$ cat src/rtl/mac3_pkg.sv
// Shared types and default widths for the mac3_stream sliding-window arithmetic unit.
package mac3_pkg;

  localparam int unsigned DATA_W_DEF = 32;
  localparam int unsigned CNT_W_DEF  = 16;
  localparam int unsigned MODE_W     = 2;

  typedef enum logic [MODE_W-1:0] {
    MODE_MAC  = 2'b00,
    MODE_MSC  = 2'b01,
    MODE_ADD3 = 2'b10,
    MODE_MUL  = 2'b11
  } mode_e;

  typedef enum logic [1:0] {
    FILL0 = 2'b00,
    FILL1 = 2'b01,
    RUN   = 2'b10
  } fill_e;

endpackage

$ cat src/rtl/mac3_alu.sv
// Combinational f(a,b,c,mode) with overflow/underflow detection.
// MAC3_SAT_EN: clamp the result on overflow/underflow instead of wrapping.
module mac3_alu
  import mac3_pkg::*;
#(
  parameter int unsigned WIDTH = DATA_W_DEF
) (
  input  logic [WIDTH-1:0] a_i,
  input  logic [WIDTH-1:0] b_i,
  input  logic [WIDTH-1:0] c_i,
  input  mode_e            mode_i,
  output logic [WIDTH-1:0] result_o,
  output logic             ovf_o
);

  localparam int unsigned FULL_W = 2 * WIDTH + 1;

  logic [FULL_W-1:0] a_x, b_x, c_x, prod, full;
  logic              under, over;

  assign a_x  = FULL_W'(a_i);
  assign b_x  = FULL_W'(b_i);
  assign c_x  = FULL_W'(c_i);
  assign prod = a_x * b_x;

  // Subtraction wraps modulo 2^FULL_W; its low WIDTH bits are still the modular result.
  always_comb begin
    full = prod;
    unique case (mode_i)
      MODE_MAC:  full = prod + c_x;
      MODE_MSC:  full = prod - c_x;
      MODE_ADD3: full = a_x + b_x + c_x;
      MODE_MUL:  full = prod;
      default:   full = prod;
    endcase
  end

  assign under = (mode_i == MODE_MSC) && (prod < c_x);
  assign over  = !under && (full[FULL_W-1:WIDTH] != '0);
  assign ovf_o = under || over;

`ifdef MAC3_SAT_EN
  always_comb begin
    result_o = full[WIDTH-1:0];
    if (under) begin
      result_o = '0;
    end else if (over) begin
      result_o = '1;
    end
  end
`else
  assign result_o = full[WIDTH-1:0];
`endif

endmodule

$ cat src/rtl/mac3_stream.sv
// Streaming sliding-window unit: emits f(a,b,c) for each beat completing a run of >=3
// back-to-back valid beats. Optional MAC3_SAT_EN selects saturating results in mac3_alu.
module mac3_stream
  import mac3_pkg::*;
#(
  parameter int unsigned WIDTH = DATA_W_DEF,
  parameter int unsigned CNT_W = CNT_W_DEF
) (
  input  logic              clk,
  input  logic              rst,
  input  logic              in_valid,
  output logic              in_ready,
  input  logic [WIDTH-1:0]  in_data,
  input  logic [MODE_W-1:0] mode,
  output logic              out_valid,
  input  logic              out_ready,
  output logic [WIDTH-1:0]  out_data,
  output logic              out_ovf,
  output logic [CNT_W-1:0]  run_len
);

  localparam logic [CNT_W-1:0] RUN_MAX = '1;

  fill_e             state_q, state_d;
  logic [WIDTH-1:0]  a_q, a_d, b_q, b_d;
  logic              out_valid_q, out_valid_d;
  logic [WIDTH-1:0]  out_data_q, out_data_d;
  logic              out_ovf_q, out_ovf_d;
  logic [CNT_W-1:0]  run_len_q, run_len_d;
  logic              accept, brk, load;
  logic [WIDTH-1:0]  alu_result;
  logic              alu_ovf;

  assign in_ready = !out_valid_q || out_ready;
  assign accept   = in_valid && in_ready;
  assign brk      = in_ready && !in_valid;

  mac3_alu #(.WIDTH(WIDTH)) u_alu (
    .a_i      (a_q),
    .b_i      (b_q),
    .c_i      (in_data),
    .mode_i   (mode_e'(mode)),
    .result_o (alu_result),
    .ovf_o    (alu_ovf)
  );

  always_ff @(posedge clk or posedge rst) begin
    if (rst) begin
      state_q     <= FILL0;
      a_q         <= '0;
      b_q         <= '0;
      out_valid_q <= 1'b0;
      out_data_q  <= '0;
      out_ovf_q   <= 1'b0;
      run_len_q   <= '0;
    end else begin
      state_q     <= state_d;
      a_q         <= a_d;
      b_q         <= b_d;
      out_valid_q <= out_valid_d;
      out_data_q  <= out_data_d;
      out_ovf_q   <= out_ovf_d;
      run_len_q   <= run_len_d;
    end
  end

  // Window fill / run FSM plus output register and run counter.
  always_comb begin
    state_d     = state_q;
    a_d         = a_q;
    b_d         = b_q;
    out_valid_d = out_valid_q;
    out_data_d  = out_data_q;
    out_ovf_d   = out_ovf_q;
    run_len_d   = run_len_q;
    load        = 1'b0;

    if (accept) begin
      unique case (state_q)
        FILL0: begin
          a_d     = in_data;
          state_d = FILL1;
        end
        FILL1: begin
          b_d     = in_data;
          state_d = RUN;
        end
        RUN: begin
          load = 1'b1;
          a_d  = b_q;
          b_d  = in_data;
        end
        default: state_d = FILL0;
      endcase
    end else if (brk) begin
      state_d   = FILL0;
      run_len_d = '0;
    end

    // A load with out_ready=1 overwrites the drained result without a bubble.
    if (load) begin
      out_valid_d = 1'b1;
      out_data_d  = alu_result;
      out_ovf_d   = alu_ovf;
      if (run_len_q != RUN_MAX) begin
        run_len_d = run_len_q + CNT_W'(1);
      end
    end else if (out_ready) begin
      out_valid_d = 1'b0;
    end
  end

  assign out_valid = out_valid_q;
  assign out_data  = out_data_q;
  assign out_ovf   = out_ovf_q;
  assign run_len   = run_len_q;

endmodule

$ cat config.mk
export PLATFORM = sky130hd
export DESIGN_NAME = mac3_stream
export DESIGN_NICKNAME = d
export VERILOG_FILES = /design/src/rtl/mac3_pkg.sv /design/src/rtl/mac3_alu.sv /design/src/rtl/mac3_stream.sv
export SDC_FILE = /design/constraint.sdc
export NUM_CORES = 2
export LEC_CHECK = 0
export CAP_MARGIN = 20
export CORE_UTILIZATION = 50
export DETAILED_ROUTE_END_ITERATION = 6
export PLACE_DENSITY_LB_ADDON = 0.3
export SLEW_MARGIN = 20
export SYNTH_ARGS = -nofsm -noshare
export SYNTH_HDL_FRONTEND = slang
export SYNTH_SLANG_ARGS = --single-unit
$ cat constraint.sdc
create_clock -name clk -period 11.58 [get_ports clk]
set_clock_uncertainty 0.05 [all_clocks]
set_input_delay 3.474 -clock clk [delete_from_list [all_inputs] [get_ports clk]]
set_output_delay 3.474 -clock clk [all_outputs]
set_load 0.01 [all_outputs]
# Word level (Yosys, flattened, before mapping)

Cells that the tools add are included.

Bits in registers: 116
Word-level logic and storage cells: 53

Add/subtract/negate cells: 5
Multipliers: 1
Order comparisons: 1
Equal/unequal tests: 7
Muxes and demuxes: 13
Reduce and logical (&&, ||, !) cells: 19

Operator list:

| cell                                                            | count |
|---|---|
| 65-bit one-hot mux with 4 select lines                          | 1 |
| 65-bit by 32-bit adder with 65-bit output                       | 2 |
| 65-bit by 32-bit < comparator with 1-bit output                 | 1 |
| 65-bit by 32-bit subtractor with 65-bit output                  | 1 |
| 32-bit by 32-bit multiplier with 64-bit output                  | 1 |
| 16-bit 2-to-1 mux                                               | 4 |
| 32-bit one-hot mux with 2 select lines                          | 1 |
| 32-bit by 32-bit adder with 33-bit output                       | 1 |
| 33-bit nonzero test                                             | 1 |
| 16-bit by 1-bit adder with 16-bit output, second input constant | 1 |
| 16-bit != test, second input constant                           | 1 |
| 2-bit == test, second input constant                            | 3 |
| 2-bit one-hot mux with 3 select lines                           | 1 |
| 2-bit AND reduction                                             | 3 |
| 2-bit nonzero test                                              | 3 |
| 2-bit by 1-bit == test with 1-bit output, second input constant | 2 |
| 1-bit logical AND                                               | 4 |
| 2-bit zero test                                                 | 2 |
| 1-bit 2-to-1 mux                                                | 4 |
| 2-bit 2-to-1 mux                                                | 2 |
| 1-bit zero test                                                 | 3 |
| 1-bit logical OR                                                | 2 |
| 2-bit != test, second input constant                            | 1 |
| 2-bit OR reduction                                              | 1 |

# Logic depth before layout (Yosys ltp)

Depth after elaboration: 7
Depth in mapped cells: 43
Mapped depth without buffers: 40

# Hierarchy

From an unflattened synthesis, not the netlist that was laid out.

Cells, all modules: 5,330
Area, all modules: 46,118.0 µm²

Modules (own cells, without submodules):

| module      | instances | cells each | area each (µm²) | seq. area each (µm²) |
|---|---|---|---|---|
| mac3_alu    | 1         | 4,865      | 41,169.5        | 0.0 |
| mac3_stream | 1         | 465        | 4,948.5         | 2,902.8 |

# Worst setup path before layout

OpenSTA, ideal clock, no wires.

Kind: reg-to-reg
Start point: register b_q[2]
End point: register out_ovf_q (netlist: out_ovf)
Library setup time: 0.118 ns
Arrival: 9.726 ns
Path slack: 1.686 ns
Cell stages (with the launch flop): 39
Period minus slack after synthesis: 9.894 ns
Cell sequence: dfrtp_1 -> clkbuf_1 -> and2_1 -> fa_1 -> inv_1 -> fa_1 -> fa_1 -> fa_1 -> inv_1 -> fa_1 -> inv_1 -> fa_1 -> inv_1 -> fa_1 -> inv_1 -> fa_1 -> inv_1 -> ha_1 -> (+3 left out) -> nor2_1 -> o21a_1 -> nor2_1 -> a21o_1 -> xor2_1 -> ha_1 -> clkbuf_1 -> or3_1 -> or4_1 -> o31ai_1 -> and3_1 -> nand3b_4 -> nor4_4 -> xnor2_1 -> a221oi_1 -> a2111oi_0 -> a31oi_1 -> a21o_1

Longest elaborated chain between the ends: 6
Elaborated cells on any way between the ends: 12
Those cells by class: add/sub (4); mul (1); order compare (1); mux (1); reduce/logical (5)

Ends and longest elaborated chain:

| element                                                                                                     | RTL line                       | RTL |
|---|---|---|
| from (decl)                                                                                                 | mac3_stream.sv:25              | `logic [WIDTH-1:0] a_q, a_d, b_q, b_d;` |
| from (signal assigned)                                                                                      | mac3_stream.sv:51              | `b_q <= '0;` |
| from (signal assigned)                                                                                      | mac3_stream.sv:59              | `b_q <= b_d;` |
| 32-bit by 32-bit multiplier with 64-bit output or 32-bit by 32-bit adder with 33-bit output (tied branches) | mac3_alu.sv:24, mac3_alu.sv:32 |  |
| 65-bit by 32-bit subtractor with 65-bit output, or another cell as far along                                | mac3_alu.sv:31                 | `MODE_MSC: full = prod - c_x;` |
| 65-bit one-hot mux with 4 select lines or 1-bit logical AND (tied branches)                                 | mac3_alu.sv:29, mac3_alu.sv:38 |  |
| 33-bit nonzero test or 1-bit zero test (tied branches)                                                      | mac3_alu.sv:39                 | `assign over = !under && (full[FULL_W-1:WIDTH] != '0);` |
| 1-bit logical AND                                                                                           | mac3_alu.sv:39                 |  |
| 1-bit logical OR (*)                                                                                        | mac3_alu.sv:40                 | `assign ovf_o = under \|\| over;` |
| to (signal assigned)                                                                                        | mac3_stream.sv:62              | `out_ovf_q <= out_ovf_d;` |
| to (decl)                                                                                                   | mac3_stream.sv:28              | `logic out_ovf_q, out_ovf_d;` |

Mark *: on every way between the ends. The rest lies on a longest branch, timed or not.
A chain may end at the register's enable or synchronous reset.

# Final worst setup path

Start point: register a_q[13]
End point: register out_ovf_q (netlist: out_ovf)

Longest elaborated chain between the ends: 6
Elaborated cells on any way between the ends: 12
Those cells by class: add/sub (4); mul (1); order compare (1); mux (1); reduce/logical (5)

Ends and longest elaborated chain:

| element                                                                                                     | RTL line                       | RTL |
|---|---|---|
| from (decl)                                                                                                 | mac3_stream.sv:25              |  |
| from (signal assigned)                                                                                      | mac3_stream.sv:50              | `a_q <= '0;` |
| from (signal assigned)                                                                                      | mac3_stream.sv:58              | `a_q <= a_d;` |
| 32-bit by 32-bit multiplier with 64-bit output or 32-bit by 32-bit adder with 33-bit output (tied branches) | mac3_alu.sv:24, mac3_alu.sv:32 |  |
| 65-bit by 32-bit subtractor with 65-bit output, or another cell as far along                                | mac3_alu.sv:31                 |  |
| 65-bit one-hot mux with 4 select lines or 1-bit logical AND (tied branches)                                 | mac3_alu.sv:29, mac3_alu.sv:38 |  |
| 33-bit nonzero test or 1-bit zero test (tied branches)                                                      | mac3_alu.sv:39                 |  |
| 1-bit logical AND                                                                                           | mac3_alu.sv:39                 |  |
| 1-bit logical OR (*)                                                                                        | mac3_alu.sv:40                 |  |

Marked as above.

==> out/metrics.csv <==
stage,metric,value,unit
route,post-route ant nets,0,
worst_setup_path,reg2reg start,a_q[13],
route,final wirelength,142000,um
clock_network,CTS Root Cell,clkbuf_16,
route,Avg WL per Cell,21.2,um
floorplanning,die area,94800,um2
yosys,sequential area share after synthesis,6.21,%
grt,vias in the first global route,38600,
yosys,Syn Inst Count,5511,
yosys,Post-synth top flop,dfrtp_1,
placed_design,pre-CTS setup slack,0.377,ns
worst_setup_path,Crit. End Element,flip-flop,
floorplanning,Core ar.,92200,um2
grt,first-pass GRT wire length,226000,um
placed_design,detailed placement HPWL,118000,um
timing,crit path time final,11.13,ns
worst_setup_path,Worst Path Arrival,11.43,ns
worst_setup_path,CP Launch Type,flip-flop,
floorplanning,# rows,111,
flow_run,number of max-cap violations,0,
clock_network,Post-CTS Hold Fix Bufs,0,
worst_setup_path,worst reg2reg path endpoint,out_ovf,
worst_setup_path,"delay-heaviest family, CP",adder cells,
route,post-route DRC violation count,0,
clock_network,CTS buffer count,17,
route,DR vias,37900,
floorplanning,IO Count,89,
clock_network,CTS tree,yes,
floorplanning,die width,308,um
route,drt first pass iters,7,
finish,fin nets,6767,
route,vias per cell,5.66,
clock_network,Clock Path Buffers,2,
timing,Max-slew headroom,23.7,%
worst_setup_path,flop-to-flop setup slack,0.45,ns
worst_hold_path,Min-Delay Startpoint,out_data[17],
worst_hold_path,Min-Delay Endpoint,out_data[17],
yosys,#FFs+latches synth,116,
finish,"commonest non-fill, non-tap cell in the layout",inv_1,
timing,"Slew Viols, Final",0,
status,status,"finished, final reports clean",
worst_setup_path,Most Frequent Cell on Critical Path,fa_1,
timing,fmax,89.9,MHz
yosys,post-synth cell types,91,
clock_network,worst-skew pair later-pin latency,0.47,ns
timing,RSZ-0062 raised after global routing,false,
timing,final hold slack,0.428,ns
worst_setup_path,CP required,11.89,ns
yosys,Syn Nets,6844,
grt,GR Util All Layers,31.0,%
worst_setup_path,peak fanout along the critical path,24,
yosys,Yosys warning count,0,
clock_network,Clock H-tree levels,4,
floorplanning,Initial Util,50.7,%
clock_network,# clock sinks,116,
finish,Filler cells,8641,
yosys,Avg Synthesized Cell Area,8.49,um2
route,initial DRC count,3163,
timing,"Hold Vio Cnt, Final",0,
grt,initial antenna violation count,6,
yosys,synthesized area,46800,um2
timing,Final Cycle Share,96.1,%
clock_network,clk slew on worst S/H paths,0.07,ns
worst_hold_path,Hold Crit Class,flip-flop to flip-flop,
timing,final worst slack,0.454,ns
yosys,Post-synth EDFFs,0,
worst_setup_path,reg2reg path depth,36,
finish,Layout area overhead,5.94,%
worst_setup_path,WS Path Type,flip-flop to flip-flop,
worst_setup_path,slowest CP cell,dfrtp_1,
finish,layout cells sized above 1,4.04,%
timing,setup TNS,0,ns
floorplanning,Die Y-Extent,308,um
worst_hold_path,Hold Path Depth,2,
timing,# setup viols final,0,
grt,largest net degree at the start of global routing,65,
worst_setup_path,Slowest Stage Delay on Critical Path,0.54,ns
worst_setup_path,Critical path buffers and inverters,7,
yosys,"Async S/R FF share, synth",100,%
placed_design,GPL Wtd Cong,1.02,
finish,most frequent cells in the layout,"1,010 x inv_1, 900 x fa_1, 767 x nand2_1, 492 x and2_1, 394 x ha_1",
grt,total global routing overflow,0,
timing,worst slew pin tran,1.14,ns
placed_design,Buffers on Ports,88,
## sequential cells by signal, summed over array words and instances, names as in the netlist
name       cells
a_q           32
b_q           32
out_data      32
run_len       16
state_q        2
out_ovf        1
out_valid      1
## worst max-delay path by stage
stage | from | to | slack (ns) | cells past startpoint
5_1_grt | a_q[13] | out_ovf | 0.02 | 36
6_report | a_q[13] | out_ovf | 0.45 | 36
3_5_place_dp | b_q[6] | out_ovf | 0.38 | 35
4_1_cts | b_q[6] | out_ovf | 0.35 | 35
3_3_place_gp | b_q[6] | out_ovf | 0.63 | 35
2_1_floorplan | b_q[2] | out_ovf | 1.69 | 38
## tightest hold or removal path, delay by kind of cell, from the launching register on
family / cells / cell delay [ns]
flip-flops: 1 / 0.35
AND/OR/NAND/NOR: 2 / 0.10
## cell type report
cell class | instances | area (um2) | share of cell area [%]
multi-input combinational | 4088 | 38900 | 78.6
inverter | 1013 | 3800 | 7.68
sequential | 116 | 2910 | 5.88
timing repair buffer | 198 | 1730 | 3.50
tap | 1243 | 1560 | 3.14
clock buffer | 17 | 425 | 0.859
clock inverter | 15 | 158 | 0.318
antenna | 3 | 7.51 | 0.0152
## synthesized netlist by cell type, types with 8 or more instances
| cell type | number | share of area, % |
|---|---|---|
| nand2b_1 | 19 | 0.25 |
| o21ai_0 | 213 | 2.3 |
| a211oi_1 | 27 | 0.43 |
| clkbuf_1 | 257 | 2.1 |
| and3_1 | 35 | 0.47 |
| a31oi_1 | 27 | 0.36 |
| ha_1 | 395 | 11 |
| a211o_1 | 14 | 0.26 |
| and2_1 | 492 | 6.6 |
| xor2_1 | 59 | 1.1 |
| a21oi_1 | 192 | 2.1 |
| o21bai_1 | 24 | 0.39 |
| mux2_2 | 10 | 0.24 |
| buf_1 | 12 | 0.096 |
| dfrtp_1 | 116 | 6.2 |
| or3_1 | 16 | 0.21 |
| nand4_1 | 33 | 0.44 |
| or4_1 | 13 | 0.21 |
| mux2i_1 | 43 | 0.92 |
| or2_2 | 13 | 0.17 |
| a21o_1 | 59 | 0.95 |
| mux4_2 | 9 | 0.43 |
| nor2_1 | 207 | 1.7 |
| nor4_1 | 19 | 0.25 |
| o31a_1 | 11 | 0.21 |
| a221oi_1 | 8 | 0.15 |
| o211ai_1 | 25 | 0.40 |
| a311oi_1 | 10 | 0.19 |
| nor3_1 | 55 | 0.59 |
| inv_1 | 1011 | 8.1 |
| xnor2_1 | 115 | 2.2 |
| o31ai_1 | 15 | 0.24 |
| o21a_1 | 29 | 0.47 |
| nand2_1 | 767 | 6.2 |
| nor2b_1 | 31 | 0.41 |
| buf_2 | 21 | 0.22 |
| nand3_1 | 63 | 0.67 |
| fa_1 | 900 | 39 |
## per-layer routing
metal / wire length, um / global-route usage, %
met4: 3400 / 7.51
met3: 14200 / 6.36
met2: 61600 / 47.1
met5: 13 / 0
met1: 62600 / 45.3
## through the flow
step | instance area [um2] | cells | util, %
2_1_floorplan | 46800 | 5511 | -
3_3_place_gp | 48900 | 6656 | 53.0
3_5_place_dp | 48900 | 6656 | 53.0
4_1_cts | 49500 | 6688 | 53.7
5_1_grt | 49500 | 6693 | 53.7
6_report | 49500 | 6693 | 53.7
## cell families after synthesis
| family | after synthesis | share of synthesized area (%) |
|---|---|---|
| mux | 62 | 1.59 |
| simple gates | 1808 | 19.0 |
| xor+xnor | 176 | 3.33 |
| fa+ha+maj | 1295 | 49.1 |
| buf+inv | 1307 | 10.6 |
| compound gates | 747 | 10.2 |
| flops | 116 | 6.21 |
## repair_timing
action	4_1_cts	5_1_grt
gates resized for setup	0	11
setup endpoints to repair	0	1
buffers inserted	0	2
Power is not shown: default switching activity piles up to over one toggle a cycle in this logic, so the estimate is an artifact.
